## src/rtl/druaga_rom_pkg.sv

```systemverilog
// druaga_rom_pkg
//   Shared types and constants for the Druaga ROM download loader.
//   - state_e  : loader sequencing states
//   - region_t : one ROM region, base byte address and size in bytes
//   - REGION   : the core's region map (main, sub, chr, obj), laid out back to back
//   - CSUM_EXP : expected 8-bit additive sum of a good image; it is only
//                consulted when DRUAGA_ROM_CSUM_EN is defined
package druaga_rom_pkg;

    typedef enum logic [2:0] {
        ST_IDLE   = 3'd0,
        ST_LOAD   = 3'd1,
        ST_SETTLE = 3'd2,
        ST_RUN    = 3'd3,
        ST_HALT   = 3'd4
    } state_e;

    typedef struct packed {
        logic [24:0] base;
        logic [16:0] size;
    } region_t;

    localparam int unsigned REGION_CNT = 4;

    localparam region_t REGION [REGION_CNT] = '{
        '{base: 25'h00000, size: 17'h08000},   // main cpu
        '{base: 25'h08000, size: 17'h02000},   // sub cpu
        '{base: 25'h0A000, size: 17'h01000},   // chr
        '{base: 25'h0B000, size: 17'h08000}    // obj
    };

    localparam logic [7:0] CSUM_EXP = 8'hA5;

endpackage

```

## src/rtl/druaga_rom_decode.sv

```systemverilog
// druaga_rom_decode
//   Combinational match of a linear download address against one ROM region.
//   Ports:
//     addr_i : linear download byte address
//     hit_o  : BASE <= addr_i < BASE + SIZE
//     off_o  : region-relative address, low 16 bits of addr_i - BASE
module druaga_rom_decode #(
    parameter logic [24:0] BASE = 25'h0,
    parameter logic [16:0] SIZE = 17'h1
) (
    input  logic [24:0] addr_i,
    output logic        hit_o,
    output logic [15:0] off_o
);

    // One extra bit catches the borrow, so addr < BASE shows up as diff[25].
    logic [25:0] diff;

    assign diff  = {1'b0, addr_i} - {1'b0, BASE};
    assign hit_o = ~diff[25] && (diff[24:0] < {8'b0, SIZE});
    assign off_o = diff[15:0];

endmodule

```

## src/rtl/druaga_rom_loader.sv

```systemverilog
// druaga_rom_loader
//   Routes the HPS ROM download stream into the game core's per-region ROM
//   write ports, counts the bytes it accepts, keeps the core in reset while
//   loading and for RST_HOLD cycles afterwards, and reports done or error.
//   Ports (all on MCLK):
//     MCLK, RESET_N       : clock, asynchronous active-low reset
//     DL_ACT/DL_WR        : download active level, one-cycle byte strobe
//     DL_ADDR/DL_DATA     : linear byte address and data
//     ROM_WE/ROM_AD/ROM_DT: one-hot region strobe, region offset, data. These
//                           follow the accepted write by one cycle.
//     CORE_RST            : active-high reset to the game core
//     DL_DONE/DL_ERR      : full download finished / short or bad download
//   Build option DRUAGA_ROM_CSUM_EN adds an additive byte sum. The sum must
//   equal CSUM_EXP for the download to pass, and it is brought out on port CSUM.
//
//   state  | meaning
//   IDLE   | after reset, core held, waiting for DL_ACT
//   LOAD   | download running, writes decoded and counted
//   SETTLE | download good, core held for RST_HOLD cycles
//   RUN    | core released, DL_DONE set
//   HALT   | bad download, core held, DL_ERR set
module druaga_rom_loader
    import druaga_rom_pkg::*;
#(
    parameter int unsigned NREG        = 4,
    parameter int unsigned RST_HOLD    = 256,
    parameter logic [19:0] TOTAL_BYTES = 20'h13000
) (
    input  logic            MCLK,
    input  logic            RESET_N,
    input  logic            DL_ACT,
    input  logic            DL_WR,
    input  logic [24:0]     DL_ADDR,
    input  logic [7:0]      DL_DATA,
    output logic [NREG-1:0] ROM_WE,
    output logic [15:0]     ROM_AD,
    output logic [7:0]      ROM_DT,
    output logic            CORE_RST,
    output logic            DL_DONE,
    output logic            DL_ERR
`ifdef DRUAGA_ROM_CSUM_EN
    ,
    output logic [7:0]      CSUM
`endif
);

    localparam int unsigned   HW        = (RST_HOLD > 1) ? $clog2(RST_HOLD) : 1;
    localparam logic [HW-1:0] HOLD_INIT = HW'(RST_HOLD - 1);

    state_e          state_q, state_d;
    logic [19:0]     cnt_q, cnt_d, cnt_inc, cnt_post;
    logic [HW-1:0]   hold_q, hold_d;
    logic            err_q, err_d, err_post;
    logic            done_q, done_d;
    logic [NREG-1:0] we_q, we_d;
    logic [15:0]     ad_q, ad_d;
    logic [7:0]      dt_q, dt_d;

    logic [NREG-1:0] hit;
    logic [15:0]     off [NREG];
    logic [15:0]     off_sel;
    logic            in_load, wr_hit, wr_miss, load_entry, end_ok;

    for (genvar k = 0; k < NREG; k++) begin : g_dec
        druaga_rom_decode #(
            .BASE (REGION[k].base),
            .SIZE (REGION[k].size)
        ) u_dec (
            .addr_i (DL_ADDR),
            .hit_o  (hit[k]),
            .off_o  (off[k])
        );
    end

    // The regions do not overlap, so at most one offset survives the OR.
    always_comb begin
        off_sel = '0;
        for (int k = 0; k < NREG; k++) begin
            if (hit[k]) off_sel = off_sel | off[k];
        end
    end

    assign in_load  = (state_q == ST_LOAD);
    assign wr_hit   = in_load && DL_WR && (|hit);
    assign wr_miss  = in_load && DL_WR && !(|hit);
    assign cnt_inc  = (cnt_q == '1) ? cnt_q : cnt_q + 20'd1;
    assign cnt_post = wr_hit ? cnt_inc : cnt_q;
    assign err_post = err_q | wr_miss;

`ifdef DRUAGA_ROM_CSUM_EN
    logic [7:0] sum_q, sum_d, sum_post;

    assign sum_post = wr_hit ? sum_q + DL_DATA : sum_q;
    // The write that lands on the DL_ACT fall is part of the end check.
    assign end_ok   = (cnt_post == TOTAL_BYTES) && !err_post && (sum_post == CSUM_EXP);
    assign CSUM     = sum_q;

    always_comb begin
        sum_d = sum_q;
        if (load_entry)   sum_d = '0;
        else if (in_load) sum_d = sum_post;
    end

    always_ff @(posedge MCLK or negedge RESET_N) begin
        if (!RESET_N) sum_q <= '0;
        else          sum_q <= sum_d;
    end
`else
    // The write that lands on the DL_ACT fall is part of the end check.
    assign end_ok   = (cnt_post == TOTAL_BYTES) && !err_post;
`endif

    always_ff @(posedge MCLK or negedge RESET_N) begin
        if (!RESET_N) state_q <= ST_IDLE;
        else          state_q <= state_d;
    end

    always_comb begin
        state_d = state_q;
        case (state_q)
            ST_IDLE:   if (DL_ACT) state_d = ST_LOAD;
            ST_LOAD:   if (!DL_ACT) state_d = end_ok ? ST_SETTLE : ST_HALT;
            ST_SETTLE: begin
                if (DL_ACT)              state_d = ST_LOAD;
                else if (hold_q == '0)   state_d = ST_RUN;
            end
            ST_RUN:    if (DL_ACT) state_d = ST_LOAD;
            ST_HALT:   if (DL_ACT) state_d = ST_LOAD;
            default:   state_d = ST_IDLE;
        endcase
    end

    always_comb begin
        CORE_RST = 1'b1;
        DL_ERR   = err_q;
        case (state_q)
            ST_RUN:  CORE_RST = 1'b0;
            ST_HALT: DL_ERR   = 1'b1;
            default: ;
        endcase
        DL_DONE = done_q;
        ROM_WE  = we_q;
        ROM_AD  = ad_q;
        ROM_DT  = dt_q;
    end

    assign load_entry = (state_d == ST_LOAD) && (state_q != ST_LOAD);

    always_comb begin
        cnt_d  = cnt_q;
        err_d  = err_q;
        done_d = done_q;
        hold_d = hold_q;
        we_d   = '0;
        ad_d   = ad_q;
        dt_d   = dt_q;

        if (load_entry) begin
            cnt_d  = '0;
            err_d  = 1'b0;
            done_d = 1'b0;
        end else if (in_load) begin
            cnt_d = cnt_post;
            err_d = err_post;
        end

        if (state_q == ST_SETTLE && state_d == ST_RUN) done_d = 1'b1;

        // Down-counter: loaded with RST_HOLD-1 on entry, so SETTLE lasts RST_HOLD cycles.
        if (state_d == ST_SETTLE && state_q != ST_SETTLE) begin
            hold_d = HOLD_INIT;
        end else if (state_q == ST_SETTLE && hold_q != '0) begin
            hold_d = hold_q - 1'b1;
        end

        if (wr_hit) begin
            we_d = hit;
            ad_d = off_sel;
            dt_d = DL_DATA;
        end
    end

    always_ff @(posedge MCLK or negedge RESET_N) begin
        if (!RESET_N) begin
            cnt_q  <= '0;
            hold_q <= '0;
            err_q  <= 1'b0;
            done_q <= 1'b0;
            we_q   <= '0;
            ad_q   <= '0;
            dt_q   <= '0;
        end else begin
            cnt_q  <= cnt_d;
            hold_q <= hold_d;
            err_q  <= err_d;
            done_q <= done_d;
            we_q   <= we_d;
            ad_q   <= ad_d;
            dt_q   <= dt_d;
        end
    end

endmodule

```

## config.mk

```make
export PLATFORM = sky130hd
export DESIGN_NAME = druaga_rom_loader
export DESIGN_NICKNAME = d
export VERILOG_FILES = /design/src/rtl/druaga_rom_pkg.sv /design/src/rtl/druaga_rom_decode.sv /design/src/rtl/druaga_rom_loader.sv
export SDC_FILE = /design/constraint.sdc
export NUM_CORES = 1
export LEC_CHECK = 0
export ABC_AREA = 1
export CORE_UTILIZATION = 45
export CTS_BUF_LIST = sky130_fd_sc_hd__clkbuf_8
export DETAILED_ROUTE_END_ITERATION = 6
export PLACE_DENSITY = 0.72
export SYNTH_ARGS = -nofsm -noshare
export SYNTH_HDL_FRONTEND = slang
export SYNTH_SLANG_ARGS = --single-unit
```

## constraint.sdc

```tcl
create_clock -name MCLK -period 3.25 [get_ports MCLK]
set_input_delay 0.4875 -clock MCLK [delete_from_list [all_inputs] [get_ports MCLK]]
set_output_delay 0.4875 -clock MCLK [all_outputs]
set_load 0.01 [all_outputs]
```

# Word level (Yosys, flattened, before mapping)
# Index checks and enable logic that the tools add are counted.
[classes]
add_sub_neg = 5
order_cmp = 4
n_eq_ne = 11
n_mux = 23
bitwise = 7
n_reduce_logical = 21
[op_table]
columns = ["op", "count"]
rows = [
  ["2-to-1 mux 20 bit", 4],
  ["subtractor 25 x 16 -> 26 bit (second input constant)", 3],
  ["2-to-1 mux 16 bit", 4],
  ["< comparator 25 x 16 -> 1 bit (second input constant)", 2],
  ["bitwise OR 16 bit", 3],
  ["< comparator 25 x 13 -> 1 bit (second input constant)", 1],
  ["< comparator 25 x 14 -> 1 bit (second input constant)", 1],
  ["adder 20 x 1 -> 20 bit (second input constant)", 1],
  ["== test 20 x 17 -> 1 bit (second input constant)", 1],
  ["== test 20 bit (second input constant)", 1],
  ["2-to-1 mux 8 bit", 2],
  ["2-to-1 mux 3 bit", 5],
  ["== test 3 x 2 -> 1 bit (second input constant)", 4],
  ["logical AND 1 bit", 11],
  ["one-hot mux 3 bit (3 select lines)", 1],
  ["logical NOT 8 bit", 1],
  ["nonzero test 8 bit", 1],
  ["subtractor 8 x 1 -> 8 bit (second input constant)", 1],
  ["== test 3 x 1 -> 1 bit (second input constant)", 2],
  ["2-to-1 mux 1 bit", 6],
  ["nonzero test 2 bit", 3],
  ["2-to-1 mux 4 bit", 1],
  ["OR reduction 4 bit", 1],
  ["== test 3 bit (second input constant)", 1],
  ["other kinds (7)", 10],
]
[totals]
regBits = 61
output_inout_bits = 31
wordCells = 79

# Logic depth before layout (Yosys ltp)
# Gate-level depths: netlist of run 1.
[depth]
ltp_word = 16
ltp_mapped = 25
depth_no_buf = 24

# By module
# Synthesis of run 1 repeated with hierarchy kept, for this count alone.
[hier_totals]
hier_cells = 750
area_unflattened_um2 = 4850.9
[by_module_without_submodules]
columns = ["mod", "instances", "cells_each", "area_each_um2", "seq_area_each_um2"]
rows = [
  ["druaga_rom_loader", 1, 558, 3826.2, 1526.5],
  ["druaga_rom_decode at g_dec[3].u_dec", 1, 69, 351.6, 0.0],
  ["druaga_rom_decode at g_dec[2].u_dec", 1, 65, 335.3, 0.0],
  ["druaga_rom_decode at g_dec[1].u_dec", 1, 34, 186.4, 0.0],
  ["druaga_rom_decode at g_dec[0].u_dec", 1, 24, 151.4, 0.0],
]

# Worst setup path after synthesis of run 1
# Ideal clock, no wire load.
[synth_timing]
kind = "input -> register"
start = "input DL_ADDR[13]"
end = "register cnt_q[7]"
setup_ps = 61
arrival_time_ps = 2756
required_ps = 3189
setup_slack_ps = 433
path_stages = 22
path_cell_list = "inv_1 -> ha_1 -> inv_1 -> nand2_1 -> nand2_1 -> nor2_1 -> nand2_1 -> nand2_1 -> nor2_1 -> nand2_1 -> nor2_1 -> nor2_2 -> nand2_4 -> nand2_4 -> clkbuf_1 -> o21ai_1 -> nor2_2 -> nand4_4 -> nand4_2 -> buf_4 -> nand2_1 -> inv_2"
[synth_via]
elab_chain_cells = 15
[synth_lines]
columns = ["element", "line", "rtl"]
rows = [
  ["start, declared", "druaga_rom_loader.sv:33", "input logic [24:0] DL_ADDR,"],
  ["subtractor 25 x 16 -> 26 bit", "druaga_rom_decode.sv:19", "assign diff = {1'b0, addr_i} - {1'b0, BASE};"],
  ["< comparator 25 x 14 -> 1 bit, or another cell as far along", "druaga_rom_decode.sv:20", "assign hit_o = ~diff[25] && (diff[24:0] < {8'b0, SIZE});"],
  ["logical AND 1 bit", "druaga_rom_decode.sv:20", ""],
  ["OR reduction 4 bit *", "druaga_rom_loader.sv:84, druaga_rom_loader.sv:85", ""],
  ["parallel branches: the longest is 11 deep, another holds 2-to-1 mux 20 bit", "n/a", ""],
  ["end signal, assigned", "druaga_rom_loader.sv:193", "cnt_q <= cnt_d;"],
  ["end, declared", "druaga_rom_loader.sv:51", "logic [19:0] cnt_q, cnt_d, cnt_inc, cnt_post;"],
]
# Mark *: on every way between the ends. The select of a mux whose other input is x is not followed.
# A chain may end at the register's enable or synchronous reset.

# Final worst setup path of run 1
[layout_timing]
start = "input DL_ADDR[12]"
end = "register cnt_q[11]"
# The elaborated chain is that of the path after synthesis.

==> run metrics, run 1 <==
status=finished, final reports clean; mapped cell area=3876 um2; Max FO, Critical Path=8; Initial Util=0.4694; grt total ovfl=0; TNS Setup=0 ns; synthesized area per cell=6.741 um2; skew final=0.01096 ns; 1st-pass router iterations=5; # clock sinks=61; synth warn=0; Max Cap Violations=0; final worst setup slack=0.09671 ns; Peak VDD IR=0.0002404 V; Place WS=-0.4079 ns; Die W=94.81 um; top_reg_cell synth=dfrtp_1; most common cell in the netlist=nand2_1; core area=8258 um2; register area share after synthesis=0.3938; Max-Slew Margin vs Limit=0.5674; Port Buf Inserts=67; First DRT Iteration DRCs=258; DR vias=4,131; Worst-path clk slew=0.07 ns; CP Data Required Time=3.52 ns; area leader, netlist=dfrtp_1; area of the die=8989 um2; layout net count=746; Post-DRT Antenna Nets=0; Tcrit/Tclk final=0.9702; ranking of synthesized cells by area=dfrtp_1, nand2_1, nand3_1, nor2_1, inv_1; dpl hpwl=7.993 mm; critical path's top delay family=buffers and inverters; CP dominant cell by count=nand2_1; die height=94.81 um; critical path type=input pin to flip-flop; initial antenna violation count=0; Clk pwr share=0.399; Final Hold Slack=0.1751 ns; list of most frequent post-synthesis cells=nand2_1, dfrtp_1, nor2_1; Reg power frac=0.459; FMAX=0.3171 GHz; CP Capture Type=flip-flop; Root Buffer=clkbuf_8; post-synthesis register bit count=61; measured slew at the worst slew-check pin=0.6488 ns; ys async rst share=1.000; P&R area growth vs syn=40.70%; Logic pwr share=0.142; syn_nets=617; IO Pins=68; CTS H-tree depth=3; vias in the first global route=3,869; Cell Int Power=1.245 mW; largest net degree at the start of global routing=29; CTS tree=built; final setup fails=0; switching share of power=0.2646; # rows=33; # diodes=0; Yosys cell types=35; Slew Limit Fails=0; first-pass GRT wire length=17.71 mm; post-synth top area share=0.3938; buffer and inverter count on the worst path=7; NetSw=448.1 uW; Period minus WS final=3.153 ns; critical-path cell list=clkdlybuf4s50_1 > ha_2 > nor2_1 > nor2_2 > inv_2 > buf_4 > a21oi_1 > a21oi_1 > nand4_1 > buf_4 > nand2_8 > clkbuf_16 > nand3_1 > nand2_1 > nor2_1 > nand2_1 > nor2_2 > nand4_4 > nand4_4 > clkbuf_16 > nand2_1 > inv_1; Overall Global Routing Usage=0.2547; total CTS buffers=9; critical path's slowest cell=clkdlybuf4s50_1; DR vias/cell=5.075; DR DRC count=0; final hold viol count=0; final wirelength=10.97 mm; CP Launch Type=input pin; routability cong.=0.9207; Pwr Total=1.693 mW; Layout Utilization=0.6605; number of flops mapped to enable cells by yosys=0; Post-Synthesis Cells=575; CTS Buffer Depth=2; worst skew pair latency=0.34 ns; CP Data Arrival Time=3.43 ns; Static Leak=2.862 nW; largest stage delay on the critical path=0.50 ns; Power Density=310.5 nW/um2; DR WL/cell=13.48 um; Min-Delay Path Class=input pin to async pin; layout cell share with drive strength beyond 1=0.1946
-- stage by stage --
stage | instances | instance area [um2]
after floorplan | 575 | 3876
after global placement | 787 | 5020
after detailed placement | 787 | 5020
after CTS | 803 | 5226
after global routing | 814 | 5454
final | 814 | 5454
-- cells by family (layout without fill, tap and decap cells) --
family | count (synthesis) | in the layout | share of synthesized area
compound gates | 33 | 33 | 0.04874
buf+inv | 85 | 217 | 0.08844
xor+xnor | 17 | 17 | 0.03841
simple gates | 374 | 376 | 0.4145
flops | 61 | 61 | 0.3938
fa+ha+maj | 5 | 5 | 0.01614
-- final timing paths --
| path | start | endpoint | slack, ns | depth (start not counted) |
|---|---|---|---|---|
| setup / recovery | DL_ADDR[12] | cnt_q[11]$_DFFE_PN0P_ | 0.1 | 22 |
| hold / removal | RESET_N | ROM_WE[1]$_DFF_PN0_ | 0.18 | 1 |
| setup reg to reg | cnt_q[1]$_DFFE_PN0P_ | cnt_q[12]$_DFFE_PN0P_ | 0.40 | 16 |
| hold reg to reg | DL_DONE$_DFFE_PN0P_ | DL_DONE$_DFFE_PN0P_ | 0.48 | 2 |
| max in group asynchronous | RESET_N | cnt_q[11]$_DFFE_PN0P_ | 2.34 | 2 |
| min in group MCLK | DL_DONE$_DFFE_PN0P_ | DL_DONE$_DFFE_PN0P_ | 0.48 | 2 |
-- layout make-up --
type                    count  area [um2]
clock buffers               9       123.9
clock inverters             7       75.07
fillers                   687        2804
inverters                  73       274.0
multi-input cells         431        2123
flip-flops and latches     61        1526
well taps                 105       131.4
repair buffers            128        1200
-- state kept, by name, indices dropped and copies added (netlist names) --
name     count
err_q        1
state_q      3
hold_q       8
cnt_q       20
ROM_DT       8
ROM_AD      16
ROM_WE       4
DL_DONE      1
-- power groups by stage --
| stage | clock, mW | sequential, mW | combinational [mW] |
|---|---|---|---|
| 6_report | 0.676 | 0.777 | 0.241 |
| 3_3_place_gp | 0 | 0.791 | 0.218 |
| 4_1_cts | 0.690 | 0.777 | 0.220 |
| 2_1_floorplan | 0 | 0.793 | 0.0805 |
| 5_1_grt | 0.731 | 0.778 | 0.264 |
| 3_5_place_dp | 0 | 0.791 | 0.219 |
-- layout by cell type (no fill, tap or decap), types with 9 or more instances in the layout --
master	synthesis	layout
buf_4	2	55
clkbuf_8	0	9
clkdlybuf4s50_1	0	61
dfrtp_1	61	61
inv_1	49	49
inv_2	24	24
nand2_1	219	217
nand3_1	50	49
nor2_1	60	52
nor2_2	7	12
nor3_1	12	12
o21ai_0	12	11
xnor2_1	9	9
-- metal layers --
metal	part of all wire	wire, um	GRT usage	vias up
met5	0	0	0	-
met4	0.016	175	0.09848	0
met3	0.088	968	0.06280	14
met2	0.46	5059	0.3969	183
met1	0.43	4771	0.3394	1873
li1	-	-	-	2061
-- what timing repair did --
action / in CTS / in global routing
pin swaps: 0 / 15
hold buffers: 0 / 0
setup endpoints to repair: 21 / 32
hold endpoints to repair: 0 / 0
cloned: 0 / 4
buffers inserted: 0 / 7
resized for setup: 2 / 27
(Power assumes the default switching activity.)
==> run 2: changes to the inputs <==
clock period = 3.1 ns   (was 3.25 ns; I/O delays follow)
==> run 2 against run 1 <==
Net effect:
- via count is 2.0% higher
- first-iteration DRC count fell by 11%
- final cell count up 1.8%
- setup slack improved by 0.065 ns
==> run metrics, run 2 (same netlist as run 1, synthesis figures left out) <==
status=finished, final reports clean; max reg flops=20; Max-Slew Margin vs Limit=0.6902; Peak VDD IR=0.0003040 V; DR vias/cell=5.084; Global Route met1 Usage=0.3709; initial antenna violation count=0; NetSw=479.1 uW; Final Hold Slack=0.07816 ns; Port Buf Inserts=67; skew final=0.01067 ns; hold buffers post-CTS=0; Period minus WS final=2.938 ns; area of the die=8989 um2; CP Launch Type=input pin; CTS H-tree depth=3; CTS tree=built; IO Pins=68; CP Data Required Time=3.32 ns; # diodes=0; # rows=33; R2R Path Start=cnt_q[1]$_DFFE_PN0P_; Top reg by flops=cnt_q; met2 Use GR=0.4203; final setup fails=0; Static Leak=2.976 nW; Clk pwr share=0.364; layout net count=761; Worst-path clk slew=0.07 ns; worst skew pair latency=0.33 ns; # clock sinks=61; Overall Global Routing Usage=0.2693; layout cell share with drive strength beyond 1=0.2376; Root Buffer=clkbuf_8; measured slew at the worst slew-check pin=0.4647 ns; largest net degree at the start of global routing=25; Cell Int Power=1.240 mW; DR vias=4,215; P&R area growth vs syn=45.16%; Post-DRT Antenna Nets=0; most common cell after layout, fill and taps aside=nand2_1; Die W=94.81 um; DR WL/cell=13.58 um; Slew Limit Fails=0; global routing's busiest layer=met2; Max FO, Critical Path=10; final wirelength=11.26 mm; Logic pwr share=0.162; Filler Cell Count=666; final hold viol count=0; 1st-pass router iterations=5; switching share of power=0.2788; CP Capture Type=flip-flop; Worst Reg-to-Reg Cells=18; Layout Utilization=0.6814; Reg power frac=0.474; R2R Setup Slk=0.26 ns; DR DRC count=0; dpl hpwl=7.939 mm; routability cong.=0.9236; Tcrit/Tclk final=0.9477; crit path from=DL_ADDR[24]; CP Data Arrival Time=3.16 ns; first-pass GRT wire length=18.80 mm; met3 Use GR=0.06119; core area=8258 um2; critical path type=input pin to flip-flop; RR Endpoint=cnt_q[5]$_DFFE_PN0P_; vias in the first global route=3,968; First DRT Iteration DRCs=229; commonest non-fill, non-tap cells in the layout=nand2_1, buf_4, dfrtp_1; Pwr Total=1.719 mW; grt total ovfl=0; Initial Util=0.4694; FMAX=0.3404 GHz; die height=94.81 um; Power Density=305.5 nW/um2; CTS Buffer Depth=2; crit path to=cnt_q[5]$_DFFE_PN0P_; Min-Delay Path Class=input pin to async pin; Max Cap Violations=0; total CTS buffers=9
[run 2: what timing repair did]
item | CTS | global route
resized for setup | 24 | 49
buffers inserted | 9 | 5
setup endpoints to repair | 32 | 32
gates cloned | 4 | 0
pin swaps | 16 | 26
[run 2: worst min path at each step]
stage | startpoint | endpoint | slack [ns] | cells after the start
2_1_floorplan | RESET_N | DL_DONE$_DFFE_PN0P_ | 0.17 | 0
3_3_place_gp | RESET_N | ROM_WE[0]$_DFF_PN0_ | 0.45 | 1
3_5_place_dp | RESET_N | ROM_WE[0]$_DFF_PN0_ | 0.45 | 1
4_1_cts | RESET_N | ROM_WE[0]$_DFF_PN0_ | 0.08 | 1
5_1_grt | RESET_N | ROM_WE[0]$_DFF_PN0_ | 0.11 | 1
6_report | RESET_N | ROM_WE[0]$_DFF_PN0_ | 0.08 | 1
[run 2: cell type report]
cell class / count / area [um2] / share of cell area
multi-input cells: 431 / 2188 / 0.3889
inverters: 73 / 276.5 / 0.04914
clock buffers: 9 / 123.9 / 0.02201
clock inverters: 7 / 51.30 / 0.009117
well taps: 105 / 131.4 / 0.02335
flip-flops and latches: 61 / 1526 / 0.2713
repair buffers: 143 / 1329 / 0.2362
[run 2: critical path, stage by stage]
cell and delay [ns]:
clkdlybuf4s50_1 0.48, buf_4 0.17, nor3_1 0.20, nand2_1 0.08, nor2_1 0.21, nor2_2 0.10
nand2_4 0.20, buf_16 0.16, nand4_1 0.13, o21ai_1 0.13, inv_1 0.09, nand2_2 0.08
nor2_4 0.05, nand4_4 0.09, nand4_4 0.12, buf_12 0.16, buf_16 0.13, nand2_1 0.06
inv_1 0.04
[run 2: routing by layer]
layer	part of all wire	up-vias
li1	-	2090
met1	0.44	1927
met2	0.47	180
met3	0.080	18
met4	0.017	0
met5	0	-
[run 2: power groups by stage]
stage	logic (mW)	registers, mW	clock network [mW]
finish	0.279	0.814	0.626
global route	0.305	0.815	0.682
CTS	0.265	0.814	0.642
detailed placement	0.234	0.829	0
global placement	0.231	0.829	0
floorplan	0.0844	0.831	0
[run 2: per-stage QoR]
step | std cells | area (um2) | TNS, ns | setup slack, ns
after floorplan | 575 | 3876 | 0 | 0.3056
after global placement | 795 | 5080 | -12.86 | -0.4460
after detailed placement | 795 | 5080 | -18.41 | -0.5739
after CTS | 824 | 5483 | 0 | 0.006152
after global routing | 829 | 5627 | -0.1680 | -0.02292
final | 829 | 5627 | 0 | 0.1620
==> run 3: changes to the inputs <==
DONT_BUFFER_PORTS = 1   (was default)
PLACE_DENSITY = 0.62   (was 0.72)
==> run 3 against run 2 <==
Net effect:
- clock skew fell by 0.00067 ns
- largest cell class unchanged
- clock power increased by 20%
- count of clock-buffer cells in the layout unchanged
- largest power group unchanged
- sequential share of layout area increased by 8.6 points
- utilization decreased by 16 points
- global-route usage decreased by 3.8 points
- setup slack gained 0.18 ns
- sequential cell count did not move
- total power fell by 1.3%
- sequential power increased by 0.5%
- hold slack improved by 0.11 ns
- maximum frequency grew 6.7%
==> run metrics, run 3 (same netlist as run 1, synthesis figures left out) <==
DR DRC count=0; layout net count=628; Min-Delay Path Class=input pin to flip-flop; grt total ovfl=0; Worst-path clk slew=0.07 ns; P&R area growth vs syn=10.17%; IO Pins=68; Power Density=397.3 nW/um2; CP Data Required Time=3.39 ns; total CTS buffers=9; # rows=33; Post-DRT Antenna Nets=0; Max-Slew Margin vs Limit=0.7369; largest net degree at the start of global routing=62; 1st-pass router iterations=5; # clock sinks=61; Pwr Total=1.697 mW; Tcrit/Tclk final=0.8885; Worst Reg-to-Reg Cells=17; final hold viol count=0; final setup fails=0; vias in the first global route=3,431; dpl hpwl=6.987 mm; area of the die=8989 um2; routability cong.=0.9249; TNS Setup=0 ns; Filler Cell Count=849; die height=94.81 um; most common cell after layout, fill and taps aside=nand2_1; Top reg by flops=cnt_q; initial antenna violation count=0; worst skew pair latency=0.35 ns; min-delay src=DL_ACT; First DRT Iteration DRCs=248; Period minus WS final=2.754 ns; CP Data Arrival Time=3.04 ns; Worst Hold End=state_q[2]$_DFF_PN0_; layout cell share with drive strength beyond 1=0.1218; final wirelength=9.549 mm; max reg flops=20; Port Buf Inserts=0; Peak VDD IR=0.0002397 V; CTS H-tree depth=3; CTS Buffer Depth=2; R2R Setup Slk=0.41 ns; Slew Limit Fails=0; status=finished, final reports clean; unrepaired setup endpoints after global routing=false; Hold Crit Depth=1; DR vias=3,594; critical path type=input pin to flip-flop; skew final=0.009998 ns; FMAX=0.3631 GHz; Setup Buffers After CTS=0; Static Leak=2.303 nW; Root Buffer=clkbuf_8; first-pass GRT wire length=15.94 mm; core area=8258 um2; Max Cap Violations=0; Die W=94.81 um; CTS tree=built; Max FO, Critical Path=25; DR vias/cell=5.164; measured slew at the worst slew-check pin=0.3946 ns; R2R Path Start=cnt_q[1]$_DFFE_PN0P_; CP Capture Type=flip-flop; CP Launch Type=input pin; # diodes=0; DR WL/cell=13.72 um; RR Endpoint=cnt_q[8]$_DFFE_PN0P_; Overall Global Routing Usage=0.2309; commonest non-fill, non-tap cells in the layout=nand2_1, dfrtp_1, nor2_1; Initial Util=0.4694
[run 3: metal layers]
layer  GRT usage  up-vias  wire length [um]  share of wire
met4     0.08586        0               225          0.024
met5           0        -                 0              0
met3     0.06200       21               598          0.063
li1            -     1820                 -              -
met2      0.3633      104              4282           0.45
met1      0.3027     1649              4443           0.47
[run 3: critical path, cell delays in order]
cell and delay, ns:
inv_1 0.06, ha_1 0.22, inv_1 0.08, nand2_1 0.06, nand2_1 0.09, nor2_1 0.16, nand2_1 0.06, nand2_1 0.06
nor2_1 0.04, nand2_1 0.09, nor2_1 0.06, nor2_2 0.14, nand2_4 0.11, nand2_4 0.24, inv_2 0.09, o21ai_0 0.08
nand2_1 0.09, inv_1 0.06, nand2_1 0.05, nor2_2 0.18, nand4_4 0.13, nand4_2 0.12, buf_12 0.17, nand2_1 0.07
inv_2 0.05
[run 3: final cells by class]
| cell class | count | area, um2 | share of cell area |
|---|---|---|---|
| inverters | 73 | 274.0 | 0.06417 |
| clock inverters | 7 | 82.58 | 0.01934 |
| flip-flops and latches | 61 | 1526 | 0.3575 |
| repair buffers | 12 | 125.1 | 0.02930 |
| multi-input cells | 429 | 2007 | 0.4700 |
| well taps | 105 | 131.4 | 0.03076 |
| clock buffers | 9 | 123.9 | 0.02901 |
[run 3: worst max path at each step]
stage / slack, ns / to / from
final: 0.35 / cnt_q[8]$_DFFE_PN0P_ / DL_ADDR[13]
after global routing: 0.02 / cnt_q[5]$_DFFE_PN0P_ / DL_ADDR[13]
after CTS: 0.37 / cnt_q[8]$_DFFE_PN0P_ / DL_ADDR[13]
after detailed placement: 0.01 / cnt_q[7]$_DFFE_PN0P_ / DL_ADDR[13]
after global placement: 0.08 / cnt_q[8]$_DFFE_PN0P_ / DL_ADDR[14]
after floorplan: 0.31 / cnt_q[7]$_DFFE_PN0P_ / DL_ADDR[13]
[run 3: metrics by stage]
step / setup slack [ns] / cells / util / cell area [um2] / hold slack, ns
global route: 0.02342 / 696 / 0.5171 / 4270 / 0.1767
detailed placement: 0.01072 / 678 / 0.4876 / 4026 / 0.1721
CTS: 0.3721 / 696 / 0.5171 / 4270 / 0.1792
global placement: 0.07797 / 678 / 0.4876 / 4026 / 0.1724
finish: 0.3456 / 696 / 0.5171 / 4270 / 0.1890
floorplan: 0.3056 / 575 / - / 3876 / 0.1694
[run 3: timing repair]
item,CTS,global route
endpoints found under the hold margin,61,0
resized for setup,0,0
hold buffers,2,0
setup endpoints to repair,0,0
[run 3: where the power goes]
group	switching [mW]	total, mW	internal [mW]
Combinational	0.0867	0.130	0.0430
Sequential	0.0115	0.818	0.806
Clock	0.366	0.749	0.383
Total	0.464	1.70	1.23
